## config.mk

```make
export PLATFORM = sky130hd
export DESIGN_NAME = i2s_tx_serializer
export DESIGN_NICKNAME = d
export VERILOG_FILES = /design/src/rtl/i2s_tx_serializer.sv
export SDC_FILE = /design/constraint.sdc
export NUM_CORES = 1
export LEC_CHECK = 0
export BUFFER_PORTS_ARGS = -buffer_cell sky130_fd_sc_hd__buf_2
export CELL_PAD_IN_SITES_DETAIL_PLACEMENT = 1
export CELL_PAD_IN_SITES_GLOBAL_PLACEMENT = 2
export CORE_MARGIN = 2
export CORE_UTILIZATION = 39
export CTS_CLUSTER_DIAMETER = 100
export DETAILED_ROUTE_END_ITERATION = 6
export HOLD_SLACK_MARGIN = 0.1
export PLACE_DENSITY_LB_ADDON = 0.1
export SYNTH_ARGS = -nofsm -noshare
export SYNTH_HDL_FRONTEND = slang
export SYNTH_SLANG_ARGS = --single-unit
```

## constraint.sdc

```tcl
create_clock -name clk -period 2.45 [get_ports clk]
set_input_delay 0.3675 -clock clk [delete_from_list [all_inputs] [get_ports clk]]
set_output_delay 0.3675 -clock clk [all_outputs]
set_load 0.03 [all_outputs]
```

## src/rtl/i2s_tx_serializer.sv

```systemverilog
// i2s_tx_serializer: buffers a mono 16-bit sample stream in a small FIFO and
// transmits each sample on both slots of a standard I2S frame.
// BCLK and LRCLK are derived by dividing the system clock.
// All serial state advances on BCLK falling edges.
module i2s_tx_serializer #(
   parameter int SLEN       = 16,
   parameter int BCLK_DIV   = 4,
   parameter int FIFO_DEPTH = 4
) (
   input  logic            clk,
   input  logic            rst,
   input  logic            valid,
   input  logic [SLEN-1:0] i_sample,
   output logic            o_ready,
   output logic            o_bclk,
   output logic            o_lrclk,
   output logic            o_sdata,
   output logic            o_underrun,
   output logic            o_overflow
);

   localparam int FRAME = 2 * SLEN;
   localparam int SW    = $clog2(FRAME);
   localparam int DW    = (BCLK_DIV > 1) ? $clog2(BCLK_DIV) : 1;
   localparam int AW    = $clog2(FIFO_DEPTH);
   localparam int CW    = AW + 1;

   localparam logic [DW-1:0] DIV_LAST  = DW'(BCLK_DIV - 1);
   localparam logic [SW-1:0] SLOT_LAST = SW'(FRAME - 1);
   localparam logic [SW-1:0] SLOT_R    = SW'(SLEN);
   localparam logic [CW-1:0] CNT_FULL  = CW'(FIFO_DEPTH);

   logic [DW-1:0]   div_cnt_r;
   logic            bclk_r;
   logic            lrclk_r;
   logic [SW-1:0]   slot_r;
   logic [FRAME:0]  shift_r;
   logic [SLEN-1:0] last_r;
   logic            underrun_r;
   logic            overflow_r;
   logic            ready_r;
   logic [SLEN-1:0] mem_r [FIFO_DEPTH];
   logic [AW-1:0]   wr_ptr_r;
   logic [AW-1:0]   rd_ptr_r;
   logic [CW-1:0]   count_r;

   logic            div_tick_s;
   logic            fall_s;
   logic [SW-1:0]   slot_next_s;
   logic            frame_start_s;
   logic            empty_s;
   logic            full_s;
   logic            push_s;
   logic            pop_s;
   logic [SLEN-1:0] word_s;
   logic [CW-1:0]   count_next_s;

   // Decode divider tick, BCLK fall event, frame start and FIFO push/pop.
   always_comb begin
      div_tick_s    = (div_cnt_r == DIV_LAST);
      fall_s        = div_tick_s & bclk_r;
      if (slot_r == SLOT_LAST) begin
         slot_next_s = {SW{1'b0}};
      end else begin
         slot_next_s = slot_r + SW'(1);
      end
      frame_start_s = fall_s & (slot_next_s == {SW{1'b0}});
      empty_s       = (count_r == {CW{1'b0}});
      full_s        = (count_r == CNT_FULL);
      // A full FIFO rejects the push even if a pop happens in the same cycle.
      push_s        = valid & ~full_s;
      // An empty FIFO cannot be popped even if a push lands in the same cycle.
      pop_s         = frame_start_s & ~empty_s;
      if (pop_s) begin
         word_s = mem_r[rd_ptr_r];
      end else begin
         word_s = last_r;
      end
   end

   // Next FIFO occupancy from the accepted push and pop.
   always_comb begin
      count_next_s = count_r;
      if (push_s && !pop_s) begin
         count_next_s = count_r + CW'(1);
      end else if (pop_s && !push_s) begin
         count_next_s = count_r - CW'(1);
      end else begin
         count_next_s = count_r;
      end
   end

   // System-clock divider producing the bit clock.
   always_ff @(posedge clk) begin
      if (rst) begin
         div_cnt_r <= {DW{1'b0}};
         bclk_r    <= 1'b0;
      end else if (div_tick_s) begin
         div_cnt_r <= {DW{1'b0}};
         bclk_r    <= ~bclk_r;
      end else begin
         div_cnt_r <= div_cnt_r + DW'(1);
      end
   end

   // Slot counter, word select, frame word load and serial shift on fall events.
   always_ff @(posedge clk) begin
      if (rst) begin
         slot_r     <= SLOT_LAST;
         lrclk_r    <= 1'b1;
         shift_r    <= {(FRAME + 1){1'b0}};
         last_r     <= {SLEN{1'b0}};
         underrun_r <= 1'b0;
      end else begin
         underrun_r <= frame_start_s & empty_s;
         if (fall_s) begin
            slot_r  <= slot_next_s;
            lrclk_r <= (slot_next_s >= SLOT_R);
            if (frame_start_s) begin
               // Top bit keeps the previous word's LSB for the one-BCLK I2S delay.
               shift_r <= {shift_r[FRAME-1], word_s, word_s};
               last_r  <= word_s;
            end else begin
               shift_r <= {shift_r[FRAME-1:0], 1'b0};
            end
         end
      end
   end

   // FIFO pointers, occupancy and status flags.
   always_ff @(posedge clk) begin
      if (rst) begin
         wr_ptr_r   <= {AW{1'b0}};
         rd_ptr_r   <= {AW{1'b0}};
         count_r    <= {CW{1'b0}};
         ready_r    <= 1'b1;
         overflow_r <= 1'b0;
      end else begin
         if (push_s) begin
            wr_ptr_r <= wr_ptr_r + AW'(1);
         end
         if (pop_s) begin
            rd_ptr_r <= rd_ptr_r + AW'(1);
         end
         count_r    <= count_next_s;
         ready_r    <= (count_next_s != CNT_FULL);
         overflow_r <= valid & full_s;
      end
   end

   // FIFO storage write; contents need no reset because the pointers gate them.
   always_ff @(posedge clk) begin
      if (push_s) begin
         mem_r[wr_ptr_r] <= i_sample;
      end
   end

   assign o_ready    = ready_r;
   assign o_bclk     = bclk_r;
   assign o_lrclk    = lrclk_r;
   assign o_sdata    = shift_r[FRAME];
   assign o_underrun = underrun_r;
   assign o_overflow = overflow_r;

endmodule

```

# After elaboration in Yosys (flattened, before gate mapping)
# Memories as Yosys holds them, arrays and structs flattened. A register that Yosys moved wholly into a read port is not among the register bits.
# Index checks and enable logic that the tools add are counted.
# W data, S select, Z words.
[totals]
regBits = 68
mem_bits_rw = 64
memories = 1
[op_classes]
add_sub_neg = 6
order_cmp = 1
n_eq_ne = 4
n_mux = 9
n_bitwise = 9
reduce_logical = 8
[memory_table]
columns = ["memory", "depth", "word_bits", "rd", "rd_ports_with_merged_regs", "wr", "line", "rtl"]
rows = [
  ["mem_r", 4, 16, 1, 1, 1, "42", "logic [SLEN-1:0] mem_r [FIFO_DEPTH];"],
]
[op_table]
columns = ["operator", "count"]
rows = [
  ["$mux W32", 1],
  ["$mux W16", 1],
  ["$add A2 B1 Y2 const B", 3],
  ["$and A1 B1 Y1", 6],
  ["$mux W3", 2],
  ["$add A5 B1 Y5 const B", 1],
  ["$eq A5 B5 Y1 const B", 1],
  ["$ge A5 B5 Y1 const B", 1],
  ["$logic_not A5 Y1", 1],
  ["$mux W5", 1],
  ["$mux W2", 2],
  ["$add A3 B1 Y3 const B", 1],
  ["$eq A3 B3 Y1 const B", 1],
  ["$logic_not A3 Y1", 1],
  ["$ne A3 B3 Y1 const B", 1],
  ["$not A1 Y1", 3],
  ["$sub A3 B1 Y3 const B", 1],
  ["$eq A2 B2 Y1 const B", 1],
  ["$logic_and A1 B1 Y1", 2],
  ["$logic_not A1 Y1", 2],
  ["$mux W1", 2],
  ["$reduce_and A2 Y1", 1],
  ["$reduce_or A2 Y1", 1],
]

# Depth between registers and ports, before layout
[depth]
word_depth = 9
ltp_mapped = 10
mapped_depth_nobuf = 8

# Least setup slack after synthesis
# No wires, ideal clock.
[synth_path]
path_kind = "reg-to-reg"
from = "register slot_r[0]"
to = "register ready_r (netlist: o_ready)"
setup_ns = 0.122
arrival_ns = 2.226
slack_ns = 0.101
stages_incl_launch_ff = 9
synth_period_minus_slack_ns = 2.349
cell_sequence = "dfxtp_1 > ha_1 > and3_1 > ha_1 > nand4b_2 > a211o_4 > o21ai_1 > nand4_1 > a311o_1"
[synth_via]
elab_chain_cells = 9
elab_cells_between_ends = 12
[synth_rtl]
columns = ["item", "line", "rtl"]
rows = [
  ["start: declaration", "36", "logic [SW-1:0] slot_r;"],
  ["start signal: assignment", "117", "slot_r <= slot_next_s;"],
  ["$add A5 B1 Y5 or $eq A5 B5 Y1 (tied branches)", "65, 62", ""],
  ["$mux W5 *", "62", "if (slot_r == SLOT_LAST) begin"],
  ["named net slot_next_s[4]", "49", "logic [SW-1:0] slot_next_s;"],
  ["$logic_not A5 Y1 *", "67", "frame_start_s = fall_s & (slot_next_s == {SW{1'b0}});"],
  ["$and A1 B1 Y1 *", "67", ""],
  ["$and A1 B1 Y1 *", "73", "pop_s = frame_start_s & ~empty_s;"],
  ["$logic_and A1 B1 Y1 or $logic_not A1 Y1 (tied branches)", "86, 84", ""],
  ["$mux W3 or $logic_and A1 B1 Y1 (tied branches)", "86, 84", ""],
  ["$mux W3 *", "84", "if (push_s && !pop_s) begin"],
  ["$ne A3 B3 Y1 *", "146", "ready_r <= (count_next_s != CNT_FULL);"],
  ["end signal: assignment", "146", ""],
  ["end: declaration", "41", "logic ready_r;"],
]
# Mark *: on every way through the listed nets, which the timed path passes. The rest lies on a longest branch.
# A chain may end at the register's enable or synchronous reset.

# Worst setup path in the final report
[layout_path]
from = "register slot_r[0]"
to = "register last_r[14]"
[layout_via]
elab_chain_cells = 6
elab_cells_between_ends = 8
[layout_rtl]
columns = ["item", "line", "rtl"]
rows = [
  ["$add A5 B1 Y5 or $eq A5 B5 Y1 (tied branches)", "65, 62", ""],
  ["$mux W5 *", "62", ""],
  ["named net slot_next_s[4]", "49", ""],
  ["$logic_not A5 Y1 *", "67", ""],
  ["$and A1 B1 Y1 *", "67", ""],
  ["$and A1 B1 Y1", "73", ""],
  ["$mux W16", "74", "if (pop_s) begin"],
  ["end signal: assignment", "112", "last_r <= {SLEN{1'b0}};"],
  ["end signal: assignment", "122", "last_r <= word_s;"],
  ["end: declaration", "38", "logic [SLEN-1:0] last_r;"],
]
# Marked as above.

==> results.toml <==
[sta]
finalCritPeriodShare = 0.944
timing.final.setup_violations = 0
drv_slew = 0
worst_pin_slew_ps = 606
grt_setup_unrepaired = "false"
setup-tns-final_ps = 0
finalWorstPathRequiredPeriod_ps = 2310
finalHoldViolCount = 0
final.setup_skew_ps = 5.36
slew_headroom = 0.596
clock.fmax_ghz = 0.433

[synthesis]
syn-num-nets = 422
dominantRegCellSynth = "dfxtp_1"
synthCells = 392
mappedNetlistArea_um2 = 5310
synth_warnings = 0
synth.avg_cell_area_um2 = 13.5
sequential_element_share_of_the_synthesized_area = 0.626
postSynthRegisterBits = 134
number_of_enable_flip_flop_cells_after_synthesis = 64
post_synth_arst_share = 0
synth.distinct_cells = 43

[routing]
antenna_left = 0
vias_per_cell = 5.16
dr.first_iter.drc_count = 185
firstDrtPassIters = 4
routed_wire_length_per_instance_um = 17.8
route.detailed.drc = 0
route.vias.total = 3196
routed_wl_um = 11000

[critical_path]
crit_chain = "ha_1, and3_1, ha_1, nand4b_4, a211o_4, nor2_8, buf_12, mux2i_1, nor2_1"
critPathMaxFanout = 8
start_kind = "flop"
critical_path_required_ps = 2730
cpMaxStageDelayCell = "a211o_4"
critical_path.most_common_cell = "ha_1"
worst_path_largest_cell_delay_ps = 330
path_class = "reg2reg"
rr_worst_depth = 9
timing.critical_path.arrival_ps = 2590
crit_path_end_kind = "flop"

[finish]
fillCellCount = 1361
drive_above_1_share = 0.293
antennaDiodeCount = 0
final_core_utilization = 0.479
syn2layout_area_growth_pct = 19.5
num-nets-final = 460

[placement]
placement.io_buffers = 24
weighted_congestion_reported_at_the_end_of_routability_driven_placement = 0.768
dpl.hpwl_um = 7060

[power_and_ir_drop]
cellPowerDensity_nw_per_um2 = 840
power_report.internal_total_w = 0.00400
power.clock.fraction = 0.470
power.switching_fraction = 0.248
vdd_drop_max_v = 0.000549
power_switching_w = 0.00132
leakagePower_nw = 2.25
proportion_of_power_drawn_by_combinational_gates = 0.069
seq_power_share = 0.461

[grt]
globalRouteTotalUtil = 0.165
number_of_antenna_violations_at_the_first_check_in_global_routing = 0
wire_length_of_the_first_global_routing_pass_um = 18000
grt_max_degree = 33
first_global_vias = 3359
grt-ovfl-total = 0

[cts]
cts_made_buffers = 17
cts_sinks = 134
cts_tree = "yes"
cts_root_buffer = "clkbuf_16"
cts_max_path_buffers = 2
htree_num_levels = 4
clkLatencyLatePin_ps = 410
clock_transition_at_the_register_clock_pins_on_the_worst_setup_and_hold_paths_after_cts_ps = 60
postCtsHoldBufs = 0

[floorplanning]
die_width_um = 121
ios = 25
rows = 42
area_of_the_die_um2 = 14600
initial_cell_density_of_the_core = 0.401
placeableCoreArea_um2 = 13200
die_height_um = 121

[worst_hold_path]
min_path_cells = 1
hold_path_class = "in2reg"

[job]
max_cap_violations = 0

[status]
run_status = "finished clean"
-- synthesized netlist by cell type (3+ instances only) --
cell type,number,share of area
buf_2,7,0.0066
nand2_1,51,0.036
ha_1,11,0.026
mux2i_1,18,0.034
and3_1,6,0.0071
nor2_1,28,0.020
inv_1,6,0.0042
edfxtp_1,64,0.36
mux4_2,16,0.068
clkbuf_1,16,0.011
xnor2_1,3,0.0050
dfxtp_1,70,0.26
nor3_1,4,0.0038
nor2b_1,3,0.0035
a21oi_1,7,0.0066
and2_1,4,0.0047
a31oi_1,15,0.018
o221a_2,30,0.064
-- per-stage QoR --
stage / std cells / cell area (um2) / hold WS [ps] / total power, W / worst slack (ps)
6_report: 619 / 6340 / 166 / 0.00532 / 138
5_1_grt: 619 / 6340 / 156 / 0.00553 / 14.9
4_1_cts: 616 / 6290 / 152 / 0.00538 / 9.32
3_5_place_dp: 584 / 5700 / 426 / 0.00287 / -21.4
3_3_place_gp: 584 / 5700 / 414 / 0.00286 / 67.4
2_1_floorplan: 392 / 5310 / 404 / 0.00273 / 101
-- sequential cells by signal, summed over array words and instances, names as in the netlist, named ones only --
signal      cells
o_overflow      1
mem_r          64
slot_r          5
div_cnt_r       2
o_bclk          1
o_lrclk         1
rd_ptr_r        2
o_ready         1
shift_r        33
last_r         16
o_underrun      1
wr_ptr_r        2
count_r         3
-- what timing repair did --
item                                    4_1_cts  5_1_grt
endpoints found under the setup margin        1       20
cloned                                        0        1
hold endpoints to repair                      0        0
setup buffers                                 0        2
gates resized for setup                       1        2
pin swaps                                     0        2
-- metal layers --
metal	vias up	global-route usage	part of all wire
met5	-	0	0
met4	0	0.0676	0.015
met3	9	0.0406	0.026
met2	37	0.251	0.47
met1	1594	0.226	0.49
li1	1556	-	-
-- final cells by class --
cell class / instances / area, um2 / area share
Clock buffer: 17 / 425 / 0.0671
Multi-Input combinational cell: 225 / 1850 / 0.291
Sequential cell: 134 / 3320 / 0.524
Inverter: 6 / 22.5 / 0.00355
Timing Repair Buffer: 46 / 340 / 0.0537
Tap cell: 176 / 220 / 0.0347
Clock inverter: 15 / 161 / 0.0255
-- final timing paths --
kind                                               from                       to  slack, ps
worst max register to register   slot_r[0]$_SDFFE_PP1P_  last_r[14]$_SDFFE_PP0P_        140
worst min register to register  div_cnt_r[0]$_SDFF_PP0_  div_cnt_r[0]$_SDFF_PP0_        430
worst min-delay path                       i_sample[10]   mem_r[0][10]$_DFFE_PP_        170
worst max-delay path             slot_r[0]$_SDFFE_PP1P_  last_r[14]$_SDFFE_PP0P_        140
-- power groups by stage --
stage	clock (W)	combinational (W)	sequential (W)
finish	0.00250	0.000368	0.00246
global route	0.00266	0.000416	0.00246
CTS	0.00255	0.000374	0.00246
detailed placement	0	0.000369	0.00250
global placement	0	0.000364	0.00250
floorplan	0	0.000236	0.00250
-- cell usage in the layout, fill, tap and decap left out, drive strengths merged, types with 15 or more instances in the layout --
cell    instances
mux2i          18
edfxtp         64
nand2          51
buf            45
inv            15
clkbuf         18
mux4           16
dfxtp          70
a31oi          15
o221a          30
nor2           29
-- worst max-delay path, delay by kind of cell, from the launching register on --
kind            cells  cell delay, ps
compound gates      1             330
fa+ha+maj           2             510
buf+inv             1             160
flops               1             320
mux                 1             210
simple gates        4             640
-- cells by family after synthesis --
group                    count (synthesis)  share of synthesized area
AO/OA/AOI/OAI                           66                      0.110
XOR/XNOR                                 6                     0.0125
adder cells (fa/ha/maj)                 11                     0.0259
buffers and inverters                   33                     0.0285
flip-flops                             134                      0.626
multiplexers                            35                      0.104
AND/OR/NAND/NOR                        107                     0.0924
(Power assumes the default switching activity.)
